===== config.mk =====
export PLATFORM = sky130hd
export DESIGN_NAME = arc4_seq_flat
export DESIGN_NICKNAME = d
export VERILOG_FILES = /design/src/rtl/arc4_seq_if.sv /design/src/rtl/arc4_seq.sv /design/src/flat_wrapper.sv
export SDC_FILE = /design/constraint.sdc
export NUM_CORES = 1
export LEC_CHECK = 0
export BUFFER_PORTS_ARGS = -buffer_cell sky130_fd_sc_hd__buf_2
export CORE_MARGIN = 2
export CORE_UTILIZATION = 32
export CTS_CLUSTER_DIAMETER = 100
export DETAILED_ROUTE_END_ITERATION = 8
export PLACE_DENSITY = 0.77
export SLEW_MARGIN = 25
export SYNTH_ARGS = -nofsm -noshare
export SYNTH_HDL_FRONTEND = slang
export SYNTH_SLANG_ARGS = --single-unit

===== constraint.sdc =====
create_clock -name clk -period 1.6 [get_ports clk]
set_input_delay 0.08 -clock clk [delete_from_list [all_inputs] [get_ports clk]]
set_output_delay 0.08 -clock clk [all_outputs]
set_load 0.02 [all_outputs]

===== src/rtl/arc4_seq_if.sv =====
// arc4_seq_if: top-level start/ready handshake of the ARC4 phase sequencer.
// The master issues en and observes rdy/phase/err; the sequencer is the slave.
interface arc4_seq_if;
    logic       en;
    logic       rdy;
    logic [1:0] phase;
    logic       err;

    modport master (
        output en,
        input  rdy,
        input  phase,
        input  err
    );

    modport slave (
        input  en,
        output rdy,
        output phase,
        output err
    );
endinterface


===== src/rtl/arc4_seq.sv =====
// arc4_seq: runs init -> ksa -> prga once per start and muxes the shared S port.
// Optional phase watchdog is built when ARC4_WATCHDOG_EN is defined.
module arc4_seq #(
    parameter int WDOG_CYCLES = 4095
) (
    input  logic       clk,
    input  logic       rst_n,
    arc4_seq_if.slave  bus,
    output logic       init_en,
    output logic       ksa_en,
    output logic       prga_en,
    input  logic       init_rdy,
    input  logic       ksa_rdy,
    input  logic       prga_rdy,
    input  logic [7:0] init_addr,
    input  logic [7:0] ksa_addr,
    input  logic [7:0] prga_addr,
    input  logic [7:0] init_wrdata,
    input  logic [7:0] ksa_wrdata,
    input  logic [7:0] prga_wrdata,
    input  logic       init_wren,
    input  logic       ksa_wren,
    input  logic       prga_wren,
    output logic [7:0] s_addr,
    output logic [7:0] s_wrdata,
    output logic       s_wren
);

    typedef enum logic [3:0] {
        S_IDLE,
        S_INIT_GO,
        S_INIT_BUSY,
        S_INIT_DONE,
        S_KSA_GO,
        S_KSA_BUSY,
        S_KSA_DONE,
        S_PRGA_GO,
        S_PRGA_BUSY,
        S_PRGA_DONE,
        S_ERR
    } state_t;

    state_t     r_state;
    state_t     w_state_nxt;
    logic [1:0] w_phase;
    logic       w_go_nxt;

    assign w_go_nxt = (w_state_nxt == S_INIT_GO) ||
                      (w_state_nxt == S_KSA_GO)  ||
                      (w_state_nxt == S_PRGA_GO);

`ifdef ARC4_WATCHDOG_EN
    localparam int CNT_W = $clog2(WDOG_CYCLES + 1);
    localparam logic [CNT_W-1:0] WDOG_MAX = CNT_W'(WDOG_CYCLES);

    logic [CNT_W-1:0] r_cnt;
    logic [CNT_W-1:0] w_cnt_inc;
    logic             w_wdog_live;

    assign w_cnt_inc   = r_cnt + 1'b1;
    assign w_wdog_live = (r_state == S_INIT_BUSY) ||
                         (r_state == S_INIT_DONE) ||
                         (r_state == S_KSA_BUSY)  ||
                         (r_state == S_KSA_DONE)  ||
                         (r_state == S_PRGA_BUSY) ||
                         (r_state == S_PRGA_DONE);

    // Cycles spent waiting on the current sub-block; restarts at each GO.
    always_ff @(posedge clk) begin
        if (!rst_n) begin
            r_cnt <= '0;
        end else if (w_go_nxt) begin
            r_cnt <= '0;
        end else if (w_wdog_live) begin
            r_cnt <= w_cnt_inc;
        end
    end
`else
    logic w_unused_go;
    assign w_unused_go = w_go_nxt;
`endif

    // State register with synchronous reset.
    always_ff @(posedge clk) begin
        if (!rst_n) begin
            r_state <= S_IDLE;
        end else begin
            r_state <= w_state_nxt;
        end
    end

    // Next state: GO is one cycle, BUSY waits for rdy low, DONE for rdy high.
    always_comb begin
        w_state_nxt = r_state;
        unique case (r_state)
            S_IDLE:      if (bus.en)    w_state_nxt = S_INIT_GO;
            S_INIT_GO:                  w_state_nxt = S_INIT_BUSY;
            S_INIT_BUSY: if (!init_rdy) w_state_nxt = S_INIT_DONE;
            S_INIT_DONE: if (init_rdy)  w_state_nxt = S_KSA_GO;
            S_KSA_GO:                   w_state_nxt = S_KSA_BUSY;
            S_KSA_BUSY:  if (!ksa_rdy)  w_state_nxt = S_KSA_DONE;
            S_KSA_DONE:  if (ksa_rdy)   w_state_nxt = S_PRGA_GO;
            S_PRGA_GO:                  w_state_nxt = S_PRGA_BUSY;
            S_PRGA_BUSY: if (!prga_rdy) w_state_nxt = S_PRGA_DONE;
            S_PRGA_DONE: if (prga_rdy)  w_state_nxt = S_IDLE;
            S_ERR:                      w_state_nxt = S_ERR;
            default:                    w_state_nxt = S_IDLE;
        endcase
`ifdef ARC4_WATCHDOG_EN
        if (w_wdog_live && (w_state_nxt == r_state) &&
            (w_cnt_inc >= WDOG_MAX)) begin
            w_state_nxt = S_ERR;
        end
`endif
    end

    // Moore outputs decoded from the current state.
    always_comb begin
        w_phase = 2'd0;
        bus.rdy = 1'b0;
        bus.err = 1'b0;
        init_en = 1'b0;
        ksa_en  = 1'b0;
        prga_en = 1'b0;
        unique case (r_state)
            S_IDLE:      bus.rdy = 1'b1;
            S_INIT_GO:   begin w_phase = 2'd1; init_en = 1'b1; end
            S_INIT_BUSY: w_phase = 2'd1;
            S_INIT_DONE: w_phase = 2'd1;
            S_KSA_GO:    begin w_phase = 2'd2; ksa_en = 1'b1; end
            S_KSA_BUSY:  w_phase = 2'd2;
            S_KSA_DONE:  w_phase = 2'd2;
            S_PRGA_GO:   begin w_phase = 2'd3; prga_en = 1'b1; end
            S_PRGA_BUSY: w_phase = 2'd3;
            S_PRGA_DONE: w_phase = 2'd3;
`ifdef ARC4_WATCHDOG_EN
            S_ERR:       bus.err = 1'b1;
`else
            S_ERR:       bus.err = 1'b0;
`endif
            default:     w_phase = 2'd0;
        endcase
    end

    assign bus.phase = w_phase;

    // Shared S port: only the active phase's sub-block reaches memory.
    always_comb begin
        s_addr   = 8'd0;
        s_wrdata = 8'd0;
        s_wren   = 1'b0;
        unique case (w_phase)
            2'd1: begin
                s_addr   = init_addr;
                s_wrdata = init_wrdata;
                s_wren   = init_wren;
            end
            2'd2: begin
                s_addr   = ksa_addr;
                s_wrdata = ksa_wrdata;
                s_wren   = ksa_wren;
            end
            2'd3: begin
                s_addr   = prga_addr;
                s_wrdata = prga_wrdata;
                s_wren   = prga_wren;
            end
            default: begin
                s_addr   = 8'd0;
                s_wrdata = 8'd0;
                s_wren   = 1'b0;
            end
        endcase
    end

endmodule


===== src/flat_wrapper.sv =====
// flat-port wrapper written by rule: the top's interface ports become plain ports
module arc4_seq_flat 
#(
    parameter int WDOG_CYCLES = 4095
)
  (clk, rst_n, init_en, ksa_en, prga_en, init_rdy, ksa_rdy, prga_rdy, init_addr, ksa_addr, prga_addr, init_wrdata, ksa_wrdata, prga_wrdata, init_wren, ksa_wren, prga_wren, s_addr, s_wrdata, s_wren, bus_en, bus_rdy, bus_phase, bus_err);
  arc4_seq_if bus_i ();
  input  logic clk;
  input  logic rst_n;
  output logic init_en;
  output logic ksa_en;
  output logic prga_en;
  input  logic init_rdy;
  input  logic ksa_rdy;
  input  logic prga_rdy;
  input  logic [7:0] init_addr;
  input  logic [7:0] ksa_addr;
  input  logic [7:0] prga_addr;
  input  logic [7:0] init_wrdata;
  input  logic [7:0] ksa_wrdata;
  input  logic [7:0] prga_wrdata;
  input  logic init_wren;
  input  logic ksa_wren;
  input  logic prga_wren;
  output logic [7:0] s_addr;
  output logic [7:0] s_wrdata;
  output logic s_wren;
  input wire logic [$bits(bus_i.en)-1:0] bus_en;
  output wire logic [$bits(bus_i.rdy)-1:0] bus_rdy;
  output wire logic [$bits(bus_i.phase)-1:0] bus_phase;
  output wire logic [$bits(bus_i.err)-1:0] bus_err;
  assign bus_i.en = bus_en;
  assign bus_rdy = bus_i.rdy;
  assign bus_phase = bus_i.phase;
  assign bus_err = bus_i.err;
  arc4_seq #(.WDOG_CYCLES(WDOG_CYCLES)) u_core (.clk(clk), .rst_n(rst_n), .bus(bus_i), .init_en(init_en), .ksa_en(ksa_en), .prga_en(prga_en), .init_rdy(init_rdy), .ksa_rdy(ksa_rdy), .prga_rdy(prga_rdy), .init_addr(init_addr), .ksa_addr(ksa_addr), .prga_addr(prga_addr), .init_wrdata(init_wrdata), .ksa_wrdata(ksa_wrdata), .prga_wrdata(prga_wrdata), .init_wren(init_wren), .ksa_wren(ksa_wren), .prga_wren(prga_wren), .s_addr(s_addr), .s_wrdata(s_wrdata), .s_wren(s_wren));
endmodule

# After elaboration in Yosys (flattened, before gate mapping)
# Cells that the tools add are included.
dict set report totals {
  register_bits 4
  input_bits 57
  out_inout_bits 24
  wordCells 42
}
dict set report op_classes {
  eq_ne 20
  muxes 16
  reduce_logical 5
}
# op n
set ops {}
lappend ops {{$pmux 8 s3} 2}
lappend ops {{$pmux 4 s11} 1}
lappend ops {{$mux 4} 7}
lappend ops {{$eq 4x3->1 const B} 4}
lappend ops {{$ne 2x2->1 const B} 7}
lappend ops {{$eq 4x4->1 const B} 3}
lappend ops {{$reduce_or 3->1} 3}
lappend ops {{$eq 4x2->1 const B} 2}
lappend ops {{$reduce_and 7->1} 1}
lappend ops {{$pmux 2 s3} 1}
lappend ops {{$eq 2x2->1 const B} 2}
lappend ops {{$eq 4x1->1 const B} 1}
lappend ops {{$logic_not 4->1} 1}
lappend ops {{$mux 1} 4}
lappend ops {{$pmux 1 s3} 1}
lappend ops {{$eq 2x1->1 const B} 1}

# Logic depth before layout (Yosys ltp)
dict set report logic_depth {
  ltp_word 5
  depth_mapped 7
  mapped_depth_nobuf 4
}

# Least setup slack after synthesis
# OpenSTA, ideal clock, no wires.
dict set report synth_timing {
  path_kind {register to output}
  from {register u_core.r_state[0]}
  to {output s_addr[1]}
  arrival_time_ps 1515
  required_time_ps 1520
  path_slack_ps 5
  path_stages_with_launch 8
  cell_sequence {dfxtp_1 -> buf_6 -> and4b_4 -> a21o_1 -> buf_6 -> buf_6 -> a222oi_1 -> inv_1}
}
dict set report synth_via {
  elab_chain_cells 5
  elab_cells_between_ends 17
}
# element line
set synth_rtl {}
lappend synth_rtl {{start, declared} arc4_seq.sv:43} ;# state_t r_state;
lappend synth_rtl {{start signal, assigned} arc4_seq.sv:88} ;# r_state <= w_state_nxt;
lappend synth_rtl {{$eq 4x3->1, or another cell as far along} arc4_seq.sv:125} ;# unique case (r_state)
lappend synth_rtl {{$reduce_or 3->1 (no line)} --}
lappend synth_rtl {{$pmux 2 s3 *} arc4_seq.sv:125}
lappend synth_rtl {{$eq 2x2->1 or $eq 2x1->1 (tied branches)} arc4_seq.sv:152} ;# unique case (w_phase)
lappend synth_rtl {{$pmux 8 s3 *} arc4_seq.sv:152}
lappend synth_rtl {{end, declared} flat_wrapper.sv:25} ;# output logic [7:0] s_addr;
# Every way passes the cells marked *; elsewhere a longest branch is shown, timed or not.

# Worst setup path after layout
dict set report layout_timing {
  from {register u_core.r_state[2]}
  to {output s_addr[1]}
}
# Same word-level chain as after synthesis.

==> out/qor.yml <==
die:
  start_util_pct: 33.9
  floorplan.die.height_um: 49.6
  fp-row-count: 16
  die_area_mm2: 0.00246
  die_width_um: 49.6
  i_o_pin_cnt: 81
  fp.coreArea_mm2: 0.00196
synth:
  synth-seq-area-share_pct: 12.1
  synthesis.nets: 148
  synthXorXnorAreaFrac_pct: 5.27
  synth_area_leaders: "a222oi_1, dfxtp_1, inv_1"
  yosysWarningCount: 0
  synthSimpleGateAreaFrac_pct: 19.6
  flip_flop_and_latch_count_after_synthesis: 4
  synth_top_family_by_area: "compound AO/OA/AOI/OAI gates"
  syn_inst: 91
  netlist.top_cell.by_area: "a222oi_1"
  synth_compound_gate_area_share_pct: 35.6
  postSynthAreaPerCell_um2: 7.30
  synth-adder-area-share_pct: 0
  synth_top_area_share_pct: 25.6
  synth_area_um2: 664
  synth.lib_cells_used.distinct: 28
  yosys-mux-area-fraction_pct: 4.52
setup_path:
  setup.worst_path.end_class: "output port"
  crit_required_ns: 1.52
  critPathMaxFanout: 5
  critical_path_class: "reg -> out"
  crit_path_start_kind: "flip-flop"
  worst_ep_arrival_time_ns: 1.71
cts:
  path_clk_slew_ns: 0.04
  clock_sink_count: 4
  clockBufferDepth: 2
  root_buffer: "clkbuf_4"
  tritoncts: "yes"
  insertion_delay_ns: 0.23
  cts-buffers-inserted: 3
  htree_num_levels: 1
timing:
  hold_slack_ns: 0.142
  max_clock_freq_mhz: 557
  finalHoldViolCount: 0
  rsz0062_at_grt: "true"
  worst_slack_ns: -0.195
  final_min_period_over_clock_period_pct: 112
  timing.final.crit_period_ns: 1.79
  timing.final.setup_violations: 18
  report.final.slew_viol_count: 0
  fin_worst_skew_ns: 0.000266
  finalSetupTns_ns: -2.20
layout:
  fin_nets: 238
  regMostFlops: "u_core.r_state"
  area_growth_pct: 91.5
  max_reg_flops: 4
  postLayoutCellArea_mm2: 0.00127
  finish.cell_count_without_fillers: 206
  insertedDiodeCount: 0
  final_core_util_pct: 64.9
  seq_area_um2: 82.6
  proportion_of_layout_cells_with_a_drive_suffix_above_1_pct: 60.3
  area_of_combinational_cells_with_multiple_inputs_um2: 520
  final.fill_count: 187
  biggestRegsByFlops: "u_core.r_state x4"
global_routing:
  track_usage_pct: 23.0
  grt_overflow: 0
  antenna_violations_before_repair: 0
  first_global_vias: 1041
  grt_first_pass_wirelength_um: 4570
  grt_start_max_net_pins: 18
power:
  leakage_nw: 0.788
  cellPowerDensity_mw_per_mm2: 1430
  vdd_drop_max_uv: 857
  post-layout-total-power_mw: 1.81
placement:
  gp_congestion: 0.746
  dp_hpwl_um: 2030
  pre_cts_slack_ns: -0.320
  portBuffers: 79
  number_of_placed_cells_counting_well_taps: 196
  postPlaceCellArea_mm2: 0.00109
routing:
  wl_per_cell_um: 14.9
  detail_route.vias_per_cell: 5.32
  length_of_the_first_detailed_routing_pass_in_iterations: 7
  drcViolationCount: 0
  drtAntennaViolNets: 0
  routed_wirelength_um: 3070
  vias_after_detailed_routing: 1096
  drtIter0Drc: 132
min_path:
  hold_path_class: "in -> reg"
status:
  failed_checks: "negative setup slack"
  status: "finished with violations"
run:
  maxCapViolCount: 0
routing by layer:
| metal | global-route usage (%) | wire [um] |
|---|---|---|
| met1 | 24.8 | 1150 |
| met5 | 0 | 0 |
| met3 | 5.15 | 208 |
| met4 | 9.72 | 61 |
| met2 | 42.4 | 1640 |
final timing paths:
| kind | start | endpoint | slack [ns] | cells past startpoint |
|---|---|---|---|---|
| max | u_core.r_state[2] | s_addr[1] | -0.19 | 6 |
| min | rst_n | u_core.r_state[1] | 0.14 | 3 |
| max reg2reg | u_core.r_state[2] | u_core.r_state[3] | 0.10 | 7 |
| min reg2reg | u_core.r_state[3] | u_core.r_state[2] | 0.67 | 3 |
critical path, stage by stage, from the launching register on:
cell	delay [ns]
dfxtp_2	0.31
buf_6	0.11
and4b_4	0.22
a21o_4	0.21
a222oi_1	0.35
inv_1	0.12
buf_6	0.15
placed cells by master (no fill, tap or decap), types with 2 or more instances in the layout:
cell	n
o21ai_0	2
dfxtp_2	2
dfxtp_1	2
a222oi_1	17
nor2_2	2
mux2i_1	3
xor2_1	4
nor2b_1	2
a21o_4	3
nand2_1	8
buf_2	73
o211ai_1	2
buf_6	10
clkbuf_4	3
buf_4	9
nor4b_1	3
inv_1	18
o21a_4	2
final cells by class:
class | instances | share of cell area [%]
Clock buffer | 3 | 1.77
Inverter | 18 | 5.31
Multi-Input combinational cell | 62 | 40.9
Sequential cell | 4 | 6.49
Tap cell | 27 | 2.65
Timing Repair Buffer | 92 | 42.9
synth_stat cells:
| library cell | instances |
|---|---|
| o211ai_1 | 2 |
| nand3_1 | 1 |
| inv_1 | 18 |
| clkbuf_1 | 1 |
| nor4b_1 | 3 |
| a222oi_1 | 17 |
| nand2_1 | 8 |
| and4b_4 | 1 |
| nor2_1 | 3 |
| or2_2 | 1 |
| nor3b_1 | 1 |
| nor4_1 | 1 |
| o21a_1 | 1 |
| o21bai_1 | 1 |
| nor3_1 | 1 |
| a22o_1 | 1 |
| nand2b_1 | 1 |
| a21oi_1 | 2 |
| nor2b_1 | 2 |
| mux2i_1 | 3 |
| conb_1 | 1 |
| buf_4 | 1 |
| buf_2 | 5 |
| o21ai_0 | 2 |
| xor2_1 | 4 |
| buf_6 | 4 |
| a21o_1 | 1 |
| dfxtp_1 | 4 |
repair_timing:
action                                  in CTS  in global routing
buffers inserted                             3                  0
pin swaps                                   16                  5
hold buffers                                 0                  0
gates resized for setup                     19                 10
cloned                                       3                  1
endpoints found under the setup margin      18                 22
logic make-up (layout without fill, tap and decap cells):
group | Yosys count | in the layout
xor gates and xnor gates | 4 | 4
AOI/OAI and AO/OA | 27 | 31
buffers and inverters | 29 | 113
muxes | 3 | 3
and+or+nand+nor | 23 | 23
other | 1 | 1
DFF | 4 | 4
report_power, final:
part           switching [mW]  internal, mW  total, mW
Clock                  0.0428        0.0840      0.127
Sequential             0.0379         0.126      0.164
Combinational           0.861         0.663       1.52
Total                   0.941         0.873       1.81
(Power assumes the default switching activity.)
